--- config.mk ---
export PLATFORM = sky130hd
export DESIGN_NAME = motor_pwm_drv
export DESIGN_NICKNAME = d
export VERILOG_FILES = /design/src/rtl/motor_pkg.sv /design/src/rtl/mtr_chan.sv /design/src/rtl/motor_pwm_drv.sv
export SDC_FILE = /design/constraint.sdc
export NUM_CORES = 1
export LEC_CHECK = 0
export CORE_AREA = 2 2 82 84
export CTS_CLUSTER_DIAMETER = 60
export DETAILED_ROUTE_END_ITERATION = 8
export DIE_AREA = 0 0 84 86
export HOLD_SLACK_MARGIN = 0.02
export PLACE_DENSITY = 0.57
export REMOVE_ABC_BUFFERS = 1
export SETUP_SLACK_MARGIN = 0.05
export SYNTH_ARGS = -nofsm -noshare
export SYNTH_HDL_FRONTEND = slang
export SYNTH_SLANG_ARGS = --single-unit
--- constraint.sdc ---
create_clock -name clk -period 2.2 [get_ports clk]
set_clock_uncertainty 0.05 [all_clocks]
set_input_delay 0.22 -clock clk [delete_from_list [all_inputs] [get_ports clk]]
set_output_delay 0.22 -clock clk [all_outputs]
set_load 0.005 [all_outputs]
--- src/rtl/motor_pkg.sv ---
// motor_pkg: shared constants and types for the dual H-bridge PWM driver.
//   PWM_BITS_DEF : default width of the PWM counter and duty requests
//   PWM_PERIOD   : clocks per PWM period at the default width
//   DEAD_CNT_W   : width of the per-channel dead-time period counter
//   chan_state_e : per-channel drive state (FWD / REV / DEAD)
package motor_pkg;

  localparam int unsigned PWM_BITS_DEF = 11;
  localparam int unsigned PWM_PERIOD   = 2048;
  localparam int unsigned DEAD_CNT_W   = 3;

  typedef enum logic [1:0] {
    FWD  = 2'd0,
    REV  = 2'd1,
    DEAD = 2'd2
  } chan_state_e;

endpackage

--- src/rtl/mtr_chan.sv ---
// mtr_chan: one H-bridge channel. Shadows duty/direction at the period
// boundary, runs the FWD/REV/DEAD direction FSM and registers both PWM legs.
//   clk_i, rst_i : clock, synchronous active-high reset
//   en_i         : drive enable; low forces both legs off and clears duty
//   cap_i        : capture strobe, high in the last cycle of each period
//   cnt_i        : shared PWM counter
//   spd_i        : duty request (high cycles per period)
//   rev_i        : direction request, 1 = reverse
//   fwd_pwm_o    : forward leg drive
//   rev_pwm_o    : reverse leg drive
import motor_pkg::*;

module mtr_chan #(
  parameter int unsigned PWM_BITS     = PWM_BITS_DEF,
  parameter int unsigned DEAD_PERIODS = 1
) (
  input  logic                clk_i,
  input  logic                rst_i,
  input  logic                en_i,
  input  logic                cap_i,
  input  logic [PWM_BITS-1:0] cnt_i,
  input  logic [PWM_BITS-1:0] spd_i,
  input  logic                rev_i,
  output logic                fwd_pwm_o,
  output logic                rev_pwm_o
);

  localparam logic [DEAD_CNT_W-1:0] DEAD_LAST = DEAD_CNT_W'(DEAD_PERIODS - 1);

  logic [PWM_BITS-1:0]   duty_q, duty_d;
  logic                  rev_q, rev_d;
  chan_state_e           state_q, state_d;
  logic [DEAD_CNT_W-1:0] dead_q, dead_d;
  logic                  fwd_q, fwd_d;
  logic                  revo_q, revo_d;
  logic                  on_d;

  always_comb begin
    duty_d  = duty_q;
    rev_d   = rev_q;
    state_d = state_q;
    dead_d  = dead_q;

    if (cap_i) begin
      duty_d = spd_i;
      rev_d  = rev_i;
    end
    // Enable low wins over a capture so the period after en returns stays off.
    if (!en_i) begin
      duty_d = '0;
    end

    // Direction decisions are made only at capture; rev_d is the pending target.
    if (cap_i) begin
      unique case (state_q)
        FWD: begin
          if (rev_d) begin
            state_d = DEAD;
            dead_d  = '0;
          end
        end
        REV: begin
          if (!rev_d) begin
            state_d = DEAD;
            dead_d  = '0;
          end
        end
        DEAD: begin
          if (dead_q == DEAD_LAST) begin
            state_d = rev_d ? REV : FWD;
            dead_d  = '0;
          end else begin
            dead_d = dead_q + 1'b1;
          end
        end
        default: begin
          state_d = FWD;
          dead_d  = '0;
        end
      endcase
    end

    // Registered outputs: high in the cycle after cnt == n when n < duty.
    // Both legs derive from the single current state, so they cannot overlap.
    on_d   = en_i && (cnt_i < duty_q);
    fwd_d  = on_d && (state_q == FWD);
    revo_d = on_d && (state_q == REV);
  end

  always_ff @(posedge clk_i) begin
    if (rst_i) begin
      duty_q  <= '0;
      rev_q   <= 1'b0;
      state_q <= FWD;
      dead_q  <= '0;
      fwd_q   <= 1'b0;
      revo_q  <= 1'b0;
    end else begin
      duty_q  <= duty_d;
      rev_q   <= rev_d;
      state_q <= state_d;
      dead_q  <= dead_d;
      fwd_q   <= fwd_d;
      revo_q  <= revo_d;
    end
  end

  assign fwd_pwm_o = fwd_q;
  assign rev_pwm_o = revo_q;

endmodule

--- src/rtl/motor_pwm_drv.sv ---
// motor_pwm_drv: dual-channel motor PWM driver with dead time on reversal.
//   clk, rst                   : clock, synchronous active-high reset
//   en                         : drive enable, low forces all legs off
//   lft_spd, lft_rev           : left duty request and direction
//   rght_spd, rght_rev         : right duty request and direction
//   lft_fwd_pwm, lft_rev_pwm   : left H-bridge drive
//   rght_fwd_pwm, rght_rev_pwm : right H-bridge drive
//   period_strt                : high in the first cycle (cnt == 0) of each period
import motor_pkg::*;

module motor_pwm_drv #(
  parameter int unsigned PWM_BITS     = PWM_BITS_DEF,
  parameter int unsigned DEAD_PERIODS = 1
) (
  input  logic                clk,
  input  logic                rst,
  input  logic                en,
  input  logic [PWM_BITS-1:0] lft_spd,
  input  logic                lft_rev,
  input  logic [PWM_BITS-1:0] rght_spd,
  input  logic                rght_rev,
  output logic                lft_fwd_pwm,
  output logic                lft_rev_pwm,
  output logic                rght_fwd_pwm,
  output logic                rght_rev_pwm,
  output logic                period_strt
);

  logic [PWM_BITS-1:0] cnt_q, cnt_d;
  logic                cap;

  always_comb begin
    cnt_d = cnt_q + 1'b1;
  end

  always_ff @(posedge clk) begin
    if (rst) begin
      cnt_q <= '0;
    end else begin
      cnt_q <= cnt_d;
    end
  end

  assign cap         = (cnt_q == '1);
  assign period_strt = (cnt_q == '0);

  mtr_chan #(
    .PWM_BITS    (PWM_BITS),
    .DEAD_PERIODS(DEAD_PERIODS)
  ) u_lft (
    .clk_i    (clk),
    .rst_i    (rst),
    .en_i     (en),
    .cap_i    (cap),
    .cnt_i    (cnt_q),
    .spd_i    (lft_spd),
    .rev_i    (lft_rev),
    .fwd_pwm_o(lft_fwd_pwm),
    .rev_pwm_o(lft_rev_pwm)
  );

  mtr_chan #(
    .PWM_BITS    (PWM_BITS),
    .DEAD_PERIODS(DEAD_PERIODS)
  ) u_rght (
    .clk_i    (clk),
    .rst_i    (rst),
    .en_i     (en),
    .cap_i    (cap),
    .cnt_i    (cnt_q),
    .spd_i    (rght_spd),
    .rev_i    (rght_rev),
    .fwd_pwm_o(rght_fwd_pwm),
    .rev_pwm_o(rght_rev_pwm)
  );

endmodule

# Word-level counts from Yosys, hierarchy flattened
# Index checks and enable logic that the tools add are counted.
# totals
regBits	49
elab_cells	66
in_bits	27
output_inout_bits	5
# classes
mux	20
add_sub_neg	3
bitwise_logic	1
eq_ne	11
n_reduce_logical	16
n_lt_le_gt_ge	2
# ops
cell	n
11-bit less-than comparator	2
3-bit two-way mux	6
3-bit one-hot mux with 3 select lines	2
2-bit two-way mux	6
2-bit one-hot mux with 3 select lines	2
11-bit by 1-bit adder with 11-bit output, second input constant	1
11-bit equality test, second input constant	1
11-bit zero test	1
2-bit by 1-bit inequality test with 1-bit output, second input constant	4
4-bit AND reduction	2
3-bit by 1-bit adder with 3-bit output, second input constant	2
1-bit logical AND	6
3-bit zero test	2
3-bit AND reduction	2
2-bit by 1-bit equality test with 1-bit output, second input constant	2
2-bit equality test, second input constant	2
2-bit zero test	2
1-bit two-way mux	4
2-bit inequality test, second input constant	2
2-bit OR reduction	1
1-bit inverter	1

# Longest topological paths before layout
# Gate-level depths: netlist of the first run.
# logic_depth
ltp_word	5
depth_mapped	7
depth_no_buf	6

# Modules after synthesis
# A second synthesis of the first run with hierarchy kept.
# unflattened
cells_unflattened	272
hier_area_um2	2436.1
# modules_own_cells
module	n_inst	area_each_um2	cells_per_inst
mtr_chan	2	960.9	107
motor_pwm_drv	1	514.2	58

# Worst setup path after synthesis of the first run
# Ideal clock, no wire load.
# synth_timing
kind	register to register
startpoint	register cnt_q[1]
endpoint	register u_rght.state_q[0]
setup_time_ns	0.070
setup_slack_ns	0.542
arrival_ns	1.538
stages_incl_launch_ff	6
path_cell_list	dfxtp_1 > ha_1 > and2_2 > nand3_2 > or4b_1 > a21oi_1
# synth_via
elab_chain_len	5
word_cells_on_any_way	8
classes_between	eq/ne: 3; mux: 4; reduce/logical: 1
# synth_lines
item	line_no	source
start: declaration	motor_pwm_drv.sv:29	logic [PWM_BITS-1:0] cnt_q, cnt_d;
start signal: assignment	motor_pwm_drv.sv:40	cnt_q <= cnt_d;
11-bit equality test *	motor_pwm_drv.sv:44	assign cap = (cnt_q == '1);
1-bit two-way mux	mtr_chan.sv:44	if (cap_i) begin
1-bit two-way mux	mtr_chan.sv:70	state_d = rev_d ? REV : FWD;
2-bit two-way mux	mtr_chan.sv:69	if (dead_q == DEAD_LAST) begin
2-bit one-hot mux with 3 select lines	mtr_chan.sv:55	unique case (state_q)
end signal: assignment	mtr_chan.sv:101	state_q <= state_d;
end: declaration	mtr_chan.sv:32	chan_state_e state_q, state_d;
# Mark *: on every way between the ends. The rest lies on a longest branch, timed or not. The select of a mux whose other input is x is not followed.
# A chain may end at the register's enable or synchronous reset.

# Worst setup path after layout of the first run
# layout_timing
startpoint	register cnt_q[4]
endpoint	output period_strt
# layout_via
elab_chain_len	1
# layout_lines
item	line_no	source
11-bit zero test	motor_pwm_drv.sv:45	assign period_strt = (cnt_q == '0);
end: declaration	motor_pwm_drv.sv:26	output logic period_strt
# No other way between the ends.

==> qor.yml, run 1 <==
slowest_stage: "clkdlybuf4s50_1"
holdWs_ns: 0.403
crit_type: "reg2out"
swShare: 0.227
period_share: 0.910
crit_chain: "nor4_2 -> and4b_1 -> clkdlybuf4s50_1"
crit_family: "simple AND/OR/NAND/NOR gates"
outcome: "complete, no violations"
rows: 29
grt_overflow: 0
drc_errors: 0
worst-path-buf-inv: 1
critical_path_arrival_ns: 1.73
setup_viol_count_final: 0
r2r-start: "cnt_q[9]"
syn_to_final_growth_pct: 20.7
drv_cap: 0
die_x_um: 84
clock_sinks: 47
hp-class: "in2reg"
ios: 32
die_h_um: 86
nFillCells: 660
syn_area_per_cell_um2: 8.30
vdd_drop_max_uv: 336
core_area_mm2: 0.00628
antenna_found_initial: 0
drive_above_1_share: 0.0631
hpwl_um: 3770
grt_usage: 0.153
p_comb_frac: 0.081
fmax_mhz: 499
finalHoldViolations: 0
first_iter_violations: 97
hold_start: "rght_spd[3]"
ff2ff_setup_slack_ns: 0.32
clockRootBuffer: "clkbuf_8"
period_needed_ns: 2.00
ant_nets: 0
drv_slew: 0
powerDensity_mw_per_mm2: 511
place_congestion: 0.741
clkLatencyLatePin_ns: 0.30
vias: 2017
grt_pass1_vias: 1939
synth_cell_types: 38
ff2ff_path_depth: 5
h-tree-depth: 2
cp.required_ns: 1.93
power.total_mw: 1.52
slowest_delay_ns: 0.50
hold_end: "u_rght.duty_q[3]"
avgRoutedWirePerCell_um: 12.2
fin_tns_setup_ns: 0
grt_start_max_net_pins: 26
holdPathStages: 3
path_max_fanout: 7
clock_path_buffers: 2
grt_pass1_wl_um: 8890
ys_seq_area_frac: 0.380
synth_cells: 298
initial_utilization: 0.394
end_kind: "primary output"
dr.pass1.iters: 4
wirelength_um: 5020
clk_pin_slew_ns: 0.09
rr_endpoint: "u_lft.fwd_pwm_o"
tightest_slew_ns: 0.581
die-area_mm2: 0.00722
cts_tree: "done"
via_per_inst: 4.92
rsz0062_at_grt: "false"
slew-limit-headroom: 0.603
synth_area_mm2: 0.00247
yosysWarnings: 0
fin_nets: 386
crit_path_start_kind: "flip-flop"
synth-seq-cells: 47
fin_util: 0.476
internal_power_mw: 1.18
port_buffers: 31
power.leakage_nw: 1.09
diodes: 0
cts-buffers-inserted: 5
power_frac_seq: 0.567
clockPowerShare: 0.352
switchingPower_uw: 345
-- flip-flops by register name, indices dropped and copies added (netlist names) --
name              count
u_lft.dead_q          3
u_lft.state_q         2
u_rght.dead_q         3
u_rght.duty_q        11
cnt_q                11
u_rght.rev_pwm_o      1
u_lft.rev_pwm_o       1
u_lft.fwd_pwm_o       1
u_lft.duty_q         11
u_rght.fwd_pwm_o      1
u_rght.state_q        2
-- per-layer routing --
metal / vias up / part of all wire / track usage
li1: 1081 / - / -
met1: 910 / 0.50 / 0.194
met2: 21 / 0.47 / 0.259
met3: 5 / 0.026 / 0.0443
met4: 0 / 0.0094 / 0.0396
met5: - / 0 / 0
-- worst max-delay path by stage --
stage,start,to,depth (start not counted)
finish,cnt_q[4],period_strt,3
global route,cnt_q[8],period_strt,3
CTS,cnt_q[8],period_strt,3
detailed placement,cnt_q[1],u_rght.state_q[0],5
global placement,rst,u_lft.fwd_pwm_o,5
floorplan,cnt_q[1],u_rght.state_q[0],5
-- through the flow --
stage,cells,setup slack [ns],area [µm²]
6_report,410,0.198,2990
3_3_place_gp,403,0.382,2890
2_1_floorplan,287,0.223,2420
3_5_place_dp,403,0.326,2890
5_1_grt,410,0.0695,2990
4_1_cts,410,0.163,2970
-- cells in the mapped netlist (all sizes together) --
library cell  number  area (µm²)
nand2             51         191
dfxtp             47         941
a21oi             30         150
inv               29         109
ha                26         325
nor2              13        48.8
nand2b            11        68.8
nand3             11        60.1
a21o               8        60.1
xor2               8        70.1
o21ai              7        35.0
and3               6        37.5
buf                6        36.3
clkbuf             5        18.8
nor2b              5        31.3
nand4              4        25.0
a2111oi            3        45.1
a31oi              3        18.8
nor3               3        20.0
nor4               3        18.8
o31ai              3        22.5
xnor2              3        26.3
a221oi             2        17.5
and4               2        17.5
a2bb2oi            1        8.76
and2               1        7.51
and4b              1        10.0
nor4b              1        8.76
o2111a             1        11.3
o22ai              1        6.26
o32ai              1        8.76
or4                1        7.51
or4b               1        10.0
-- worst reg2reg max path, delay by kind of cell (launching register included) --
| kind | cells | cell delay (ns) |
|---|---|---|
| AO/OA/AOI/OAI | 3 | 0.88 |
| adder cells (fa/ha/maj) | 1 | 0.30 |
| flip-flops | 1 | 0.49 |
| AND/OR/NAND/NOR | 1 | 0.11 |
-- power by group through the flow --
| stage | logic, mW | clock network, mW | registers [mW] |
|---|---|---|---|
| 2_1_floorplan | 0.0423 | 0 | 0.884 |
| 3_3_place_gp | 0.124 | 0 | 0.885 |
| 3_5_place_dp | 0.124 | 0 | 0.885 |
| 4_1_cts | 0.125 | 0.559 | 0.865 |
| 5_1_grt | 0.138 | 0.597 | 0.867 |
| 6_report | 0.123 | 0.537 | 0.865 |
-- cell usage in the layout, fill, tap and decap left out, types with 2 or more instances in the layout --
master,count
nor2_1,13
inv_1,29
buf_4,8
o31ai_1,3
xor2_1,8
nand3_1,10
a21oi_1,30
nand2b_1,11
a2111oi_0,2
dfxtp_1,47
a221oi_1,2
nor4_2,2
clkdlybuf4s50_1,31
nand2_1,51
nand4_1,4
ha_1,26
nor2b_1,5
and4_1,2
a31oi_1,3
nor3_1,2
xnor2_1,3
and3_1,6
clkbuf_8,6
o21ai_0,7
a21o_1,8
-- cells by family after synthesis --
kind of cell | count (synthesis) | synth area share
simple gates | 114 | 0.228
fa+ha+maj | 26 | 0.132
buf+inv | 40 | 0.0663
compound gates | 60 | 0.155
flops | 47 | 0.380
xor+xnor | 11 | 0.0390
-- final cells by class --
cell class	instances	area (µm²)	share of cell area
Timing Repair Buffer	39	370	0.124
Multi-Input combinational cell	211	1380	0.463
Inverter	29	109	0.0365
Sequential cell	47	941	0.315
Clock inverter	1	5.00	0.00168
Clock buffer	6	82.6	0.0277
Tap cell	77	96.3	0.0323
-- timing repair --
action / CTS / global route
setup endpoints to repair: 0 / 1
buffers inserted: 0 / 0
gates resized for setup: 0 / 2
hold buffers: 0 / 0
Note: power is estimated with default switching activity, not from simulation.
==> inputs of run 2 (changes only) <==
--- a/config.mk
+++ b/config.mk
@@ -10,6 +10,7 @@
 export DETAILED_ROUTE_END_ITERATION = 8
 export DIE_AREA = 0 0 84 86
 export HOLD_SLACK_MARGIN = 0.02
+export MAX_ROUTING_LAYER = met4
 export PLACE_DENSITY = 0.57
 export REMOVE_ABC_BUFFERS = 1
 export SETUP_SLACK_MARGIN = 0.05
==> qor.yml, run 2 (synthesized netlist as in run 1, its figures left out) <==
outcome: "complete, no violations"  # unchanged
rows: 29  # unchanged
grt_overflow: 0  # unchanged
vias: 2029  # was 2017
fmax_mhz: 499  # about the same
clock_sinks: 47  # unchanged
use_met2: 0.257  # was 0.259
clk_pin_slew_ns: 0.09  # about the same
mostFrequentLayoutCells: "nand2_1, dfxtp_1, clkdlybuf4s50_1"  # unchanged
wirelength_um: 5040  # was 5020 µm
vdd_drop_max_uv: 336  # about the same
antenna_found_initial: 0  # unchanged
slew-limit-headroom: 0.610  # was 0.603
post_cts_resized: 0  # unchanged
period_needed_ns: 2.00  # about the same
regArea_um2: 941  # unchanged
cts_tree: "done"  # unchanged
port_buffers: 31  # unchanged
fin_nets: 386  # unchanged
hpwl_um: 3770  # unchanged
path_max_fanout: 8  # was 7
die-area_mm2: 0.00722  # unchanged
die_h_um: 86  # unchanged
ios: 32  # unchanged
crit_path_start_kind: "flip-flop"  # unchanged
drc_errors: 0  # unchanged
end_kind: "primary output"  # unchanged
h-tree-depth: 2  # unchanged
place_congestion: 0.750  # was 0.741
clockRootBuffer: "clkbuf_8"  # unchanged
power.leakage_nw: 1.09  # unchanged
dr.pass1.iters: 4  # unchanged
first_iter_violations: 89  # was 97
tightest_slew_ns: 0.571  # was 0.581 ns
nFillCells: 660  # unchanged
grt.busiest_layer: "met2"  # unchanged
fin_tns_setup_ns: 0  # unchanged
drv_cap: 0  # unchanged
reg_top3: "cnt_q: 11 flops, u_lft.duty_q: 11 flops, u_rght.duty_q: 11 flops"  # unchanged
rsz0062_at_grt: "false"  # unchanged
critical_path_arrival_ns: 1.73  # about the same
crit_type: "reg2out"  # unchanged
setup_viol_count_final: 0  # unchanged
grt_usage: 0.158  # was 0.153
cp.required_ns: 1.93  # about the same
core_area_mm2: 0.00628  # unchanged
final_common_cell: "nand2_1"  # unchanged
ant_nets: 0  # unchanged
clock_path_buffers: 2  # unchanged
met3_usage: 0.0443  # unchanged
powerDensity_mw_per_mm2: 511  # about the same
finalHoldViolations: 0  # unchanged
cts_hold_buf: 0  # unchanged
fin_util: 0.476  # unchanged
diodes: 0  # unchanged
period_share: 0.910  # about the same
grt_pass1_wl_um: 8910  # was 8890 µm
cts-buffers-inserted: 5  # unchanged
post_cts_buffers: 0  # unchanged
grt_start_max_net_pins: 26  # unchanged
via_per_inst: 4.95  # was 4.92
clkLatencyLatePin_ns: 0.30  # about the same
grt_pass1_vias: 1941  # was 1939
drv_slew: 0  # unchanged
multi_input_area_mm2: 0.00138  # unchanged
drive_above_1_share: 0.0631  # unchanged
syn_to_final_growth_pct: 20.7  # unchanged
use_met1: 0.195  # was 0.194
avgRoutedWirePerCell_um: 12.3  # was 12.2 µm
initial_utilization: 0.394  # unchanged
die_x_um: 84  # unchanged
hp-class: "in2reg"  # unchanged
-- run 2: cell counts in the layout (fill, tap and decap cells not counted) --
No cell type changed its count.
-- run 2: power breakdown --
part	internal (mW)	switching (mW)
logic	0.0757	0.0473
registers	0.856	0.00818
clock network	0.247	0.289
total	1.18	0.345
-- run 2: per-stage QoR --
step	std cells	area (µm²)	power, mW	hold WS (ns)	setup WS (ns)
6_report	410	2990	1.52	0.404	0.198
5_1_grt	410	2990	1.60	0.405	0.0695
4_1_cts	410	2970	1.55	0.394	0.163
3_5_place_dp	403	2890	1.01	0.398	0.326
3_3_place_gp	403	2890	1.01	0.393	0.382
2_1_floorplan	287	2420	0.926	0.237	0.223
-- run 2: worst paths after layout --
path / start / endpoint / slack, ns / cells after the start
setup / recovery: cnt_q[8] / period_strt / 0.20 / 3
hold / removal: rght_spd[3] / u_rght.duty_q[3] / 0.40 / 3
setup reg to reg: cnt_q[9] / u_lft.fwd_pwm_o / 0.33 / 5
hold reg to reg: u_lft.duty_q[0] / u_lft.duty_q[0] / 0.41 / 2
-- run 2: final cells by class --
cell class / instances / share of cell area
Clock buffer: 6 / 0.0277
Clock inverter: 1 / 0.00168
Inverter: 29 / 0.0365
Multi-Input combinational cell: 211 / 0.463
Sequential cell: 47 / 0.315
Tap cell: 77 / 0.0323
Timing Repair Buffer: 39 / 0.124
-- run 2: worst max-delay path: stages (launching register included) --
cell             delay [ns]
dfxtp_1                0.42
nor4_2                 0.27
and4b_1                0.24
clkdlybuf4s50_1        0.50
-- run 2: layer usage --
metal  vias up  routed length, µm
met5         -                  0
met1       921               2510
met2        22               2330
met3         5                140
li1       1081                  -
met4         0                 50
==> inputs of run 3 (changes only) <==
--- a/config.mk
+++ b/config.mk
@@ -7,13 +7,14 @@
 export LEC_CHECK = 0
 export CORE_AREA = 2 2 82 84
 export CTS_CLUSTER_DIAMETER = 60
+export CTS_CLUSTER_SIZE = 16
 export DETAILED_ROUTE_END_ITERATION = 8
 export DIE_AREA = 0 0 84 86
 export HOLD_SLACK_MARGIN = 0.02
 export MAX_ROUTING_LAYER = met4
 export PLACE_DENSITY = 0.57
 export REMOVE_ABC_BUFFERS = 1
-export SETUP_SLACK_MARGIN = 0.05
+export SETUP_SLACK_MARGIN = 0.2
 export SYNTH_ARGS = -nofsm -noshare
 export SYNTH_HDL_FRONTEND = slang
 export SYNTH_SLANG_ARGS = --single-unit
==> qor.yml, run 3 (synthesized netlist as in run 1, its figures left out) <==
instances_no_fill: 412  # was 410
die-area_mm2: 0.00722  # unchanged
dp.cells: 403  # unchanged
final_common_cell: "nand2_1"  # unchanged
diodes: 0  # unchanged
ant_nets: 0  # unchanged
power.total_mw: 1.53  # was 1.52 mW
vias: 2039  # was 2029
hold_start: "rght_spd[3]"  # unchanged
initial_utilization: 0.394  # unchanged
place_ws_ns: 0.326  # unchanged
finalHoldViolations: 0  # unchanged
syn_to_final_growth_pct: 22.4  # was 20.7%
power.leakage_nw: 1.11  # was 1.09 nW
via_per_inst: 4.95  # about the same
switchingPower_uw: 348  # was 345 µW
clock_sinks: 47  # unchanged
holdPathStages: 3  # unchanged
grt_pass1_wl_um: 8910  # unchanged
dr.pass1.iters: 4  # unchanged
grt_pass1_vias: 1941  # unchanged
p_comb_frac: 0.081  # about the same
cp.required_ns: 2.38  # was 1.93 ns
period_share: 0.808  # was 0.910
port_buffers: 31  # unchanged
layout_setup_ws_ns: 0.423  # was 0.198 ns
drv_cap: 0  # unchanged
die_h_um: 86  # unchanged
multi_input_area_mm2: 0.00139  # was 0.00138 mm²
clock_path_buffers: 2  # unchanged
drc_errors: 0  # unchanged
fin_tns_setup_ns: 0  # unchanged
end_kind: "flip-flop"  # was primary output
cts_hold_buf: 0  # unchanged
slew-limit-headroom: 0.610  # about the same
postPlaceCellArea_mm2: 0.00289  # unchanged
place_congestion: 0.750  # unchanged
ff2ff_path_depth: 5  # unchanged
nFillCells: 652  # was 660
swShare: 0.228  # was 0.226
finish.instance_area_mm2: 0.00303  # was 0.00299 mm²
grt_usage: 0.158  # unchanged
hp-class: "in2reg"  # unchanged
clockRootBuffer: "clkbuf_8"  # unchanged
cts-buffers-inserted: 5  # unchanged
rr_endpoint: "u_lft.fwd_pwm_o"  # unchanged
mostFrequentLayoutCells: "nand2_1, dfxtp_1, a21oi_1, clkdlybuf4s50_1, inv_1"  # was nand2_1, dfxtp_1, clkdlybuf4s50_1
regArea_um2: 955  # was 941 µm²
rows: 29  # unchanged
crit_type: "reg2reg"  # was reg2out
ff2ff_setup_slack_ns: 0.42  # was 0.33 ns
first_iter_violations: 91  # was 89
outcome: "complete, no violations"  # unchanged
reg_top3: "cnt_q: 11 flops, u_lft.duty_q: 11 flops, u_rght.duty_q: 11 flops"  # unchanged
fmax_mhz: 563  # was 499 MHz
fin_nets: 388  # was 386
tightest_slew_ns: 0.571  # about the same
hpwl_um: 3770  # unchanged
hold_end: "u_rght.duty_q[3]"  # unchanged
internal_power_mw: 1.18  # about the same
power_frac_seq: 0.566  # was 0.567
cts_tree: "done"  # unchanged
h-tree-depth: 2  # unchanged
wirelength_um: 5050  # was 5040 µm
setup_viol_count_final: 0  # unchanged
path_max_fanout: 7  # was 8
grt_start_max_net_pins: 26  # unchanged
clockPowerShare: 0.353  # was 0.352
powerDensity_mw_per_mm2: 504  # was 511 mW/mm²
crit_path_start_kind: "flip-flop"  # unchanged
avgRoutedWirePerCell_um: 12.2  # was 12.3 µm
critical_path_arrival_ns: 1.96  # was 1.73 ns
ios: 32  # unchanged
r2r-start: "cnt_q[9]"  # unchanged
rsz0062_at_grt: "false"  # unchanged
antenna_found_initial: 0  # unchanged
vdd_drop_max_uv: 336  # about the same
grt_overflow: 0  # unchanged
drive_above_1_share: 0.0925  # was 0.0631
drv_slew: 0  # unchanged
die_x_um: 84  # unchanged
period_needed_ns: 1.78  # was 2.00 ns
clk_pin_slew_ns: 0.09  # about the same
core_area_mm2: 0.00628  # unchanged
clkLatencyLatePin_ns: 0.30  # about the same
-- run 3: area by class of cell --
| type | count | share of cell area |
|---|---|---|
| multi-input cells | 211 | 0.460 |
| flip-flops and latches | 47 | 0.315 |
| repair buffers | 41 | 0.128 |
| inverters | 29 | 0.0360 |
| well taps | 77 | 0.0318 |
| clock buffers | 6 | 0.0273 |
| clock inverters | 1 | 0.00165 |
-- run 3: timing repair --
action | in CTS | in global routing
setup endpoints to repair | 1 | 2
gates resized for setup | 5 | 9
buffers inserted | 0 | 2
pin swaps | 0 | 2
-- run 3: power groups by stage --
| stage | registers (mW) | clock network (mW) | logic [mW] |
|---|---|---|---|
| after global routing | 0.865 | 0.599 | 0.138 |
| after CTS | 0.865 | 0.559 | 0.125 |
| after floorplan | 0.884 | 0 | 0.0423 |
| final | 0.862 | 0.538 | 0.124 |
| after detailed placement | 0.885 | 0 | 0.124 |
| after global placement | 0.885 | 0 | 0.124 |
-- run 3: how the worst max path moves through the flow --
stage,from,end
floorplan,cnt_q[1],u_rght.state_q[0]
global placement,rst,u_lft.fwd_pwm_o
detailed placement,cnt_q[1],u_rght.state_q[0]
CTS,cnt_q[8],period_strt
global route,u_rght.duty_q[9],u_rght.rev_pwm_o
finish,cnt_q[9],u_lft.fwd_pwm_o
-- run 3: stage by stage --
step	hold WS [ns]	util
2_1_floorplan	0.237	-
3_3_place_gp	0.393	0.460
3_5_place_dp	0.398	0.460
4_1_cts	0.394	0.475
5_1_grt	0.405	0.482
6_report	0.404	0.482
-- run 3: worst max-delay path, stage by stage (launching register included) --
cell and delay [ns]:
dfxtp_2 0.42, ha_1 0.27, a21o_1 0.18, a2111oi_0 0.55, nand2b_1 0.11, a21oi_1 0.14
-- run 3: routing by layer --
layer  part of all wire  track usage
met5                  0            -
met3              0.026       0.0443
met1               0.49        0.195
met2               0.47        0.257
met4             0.0099       0.0396
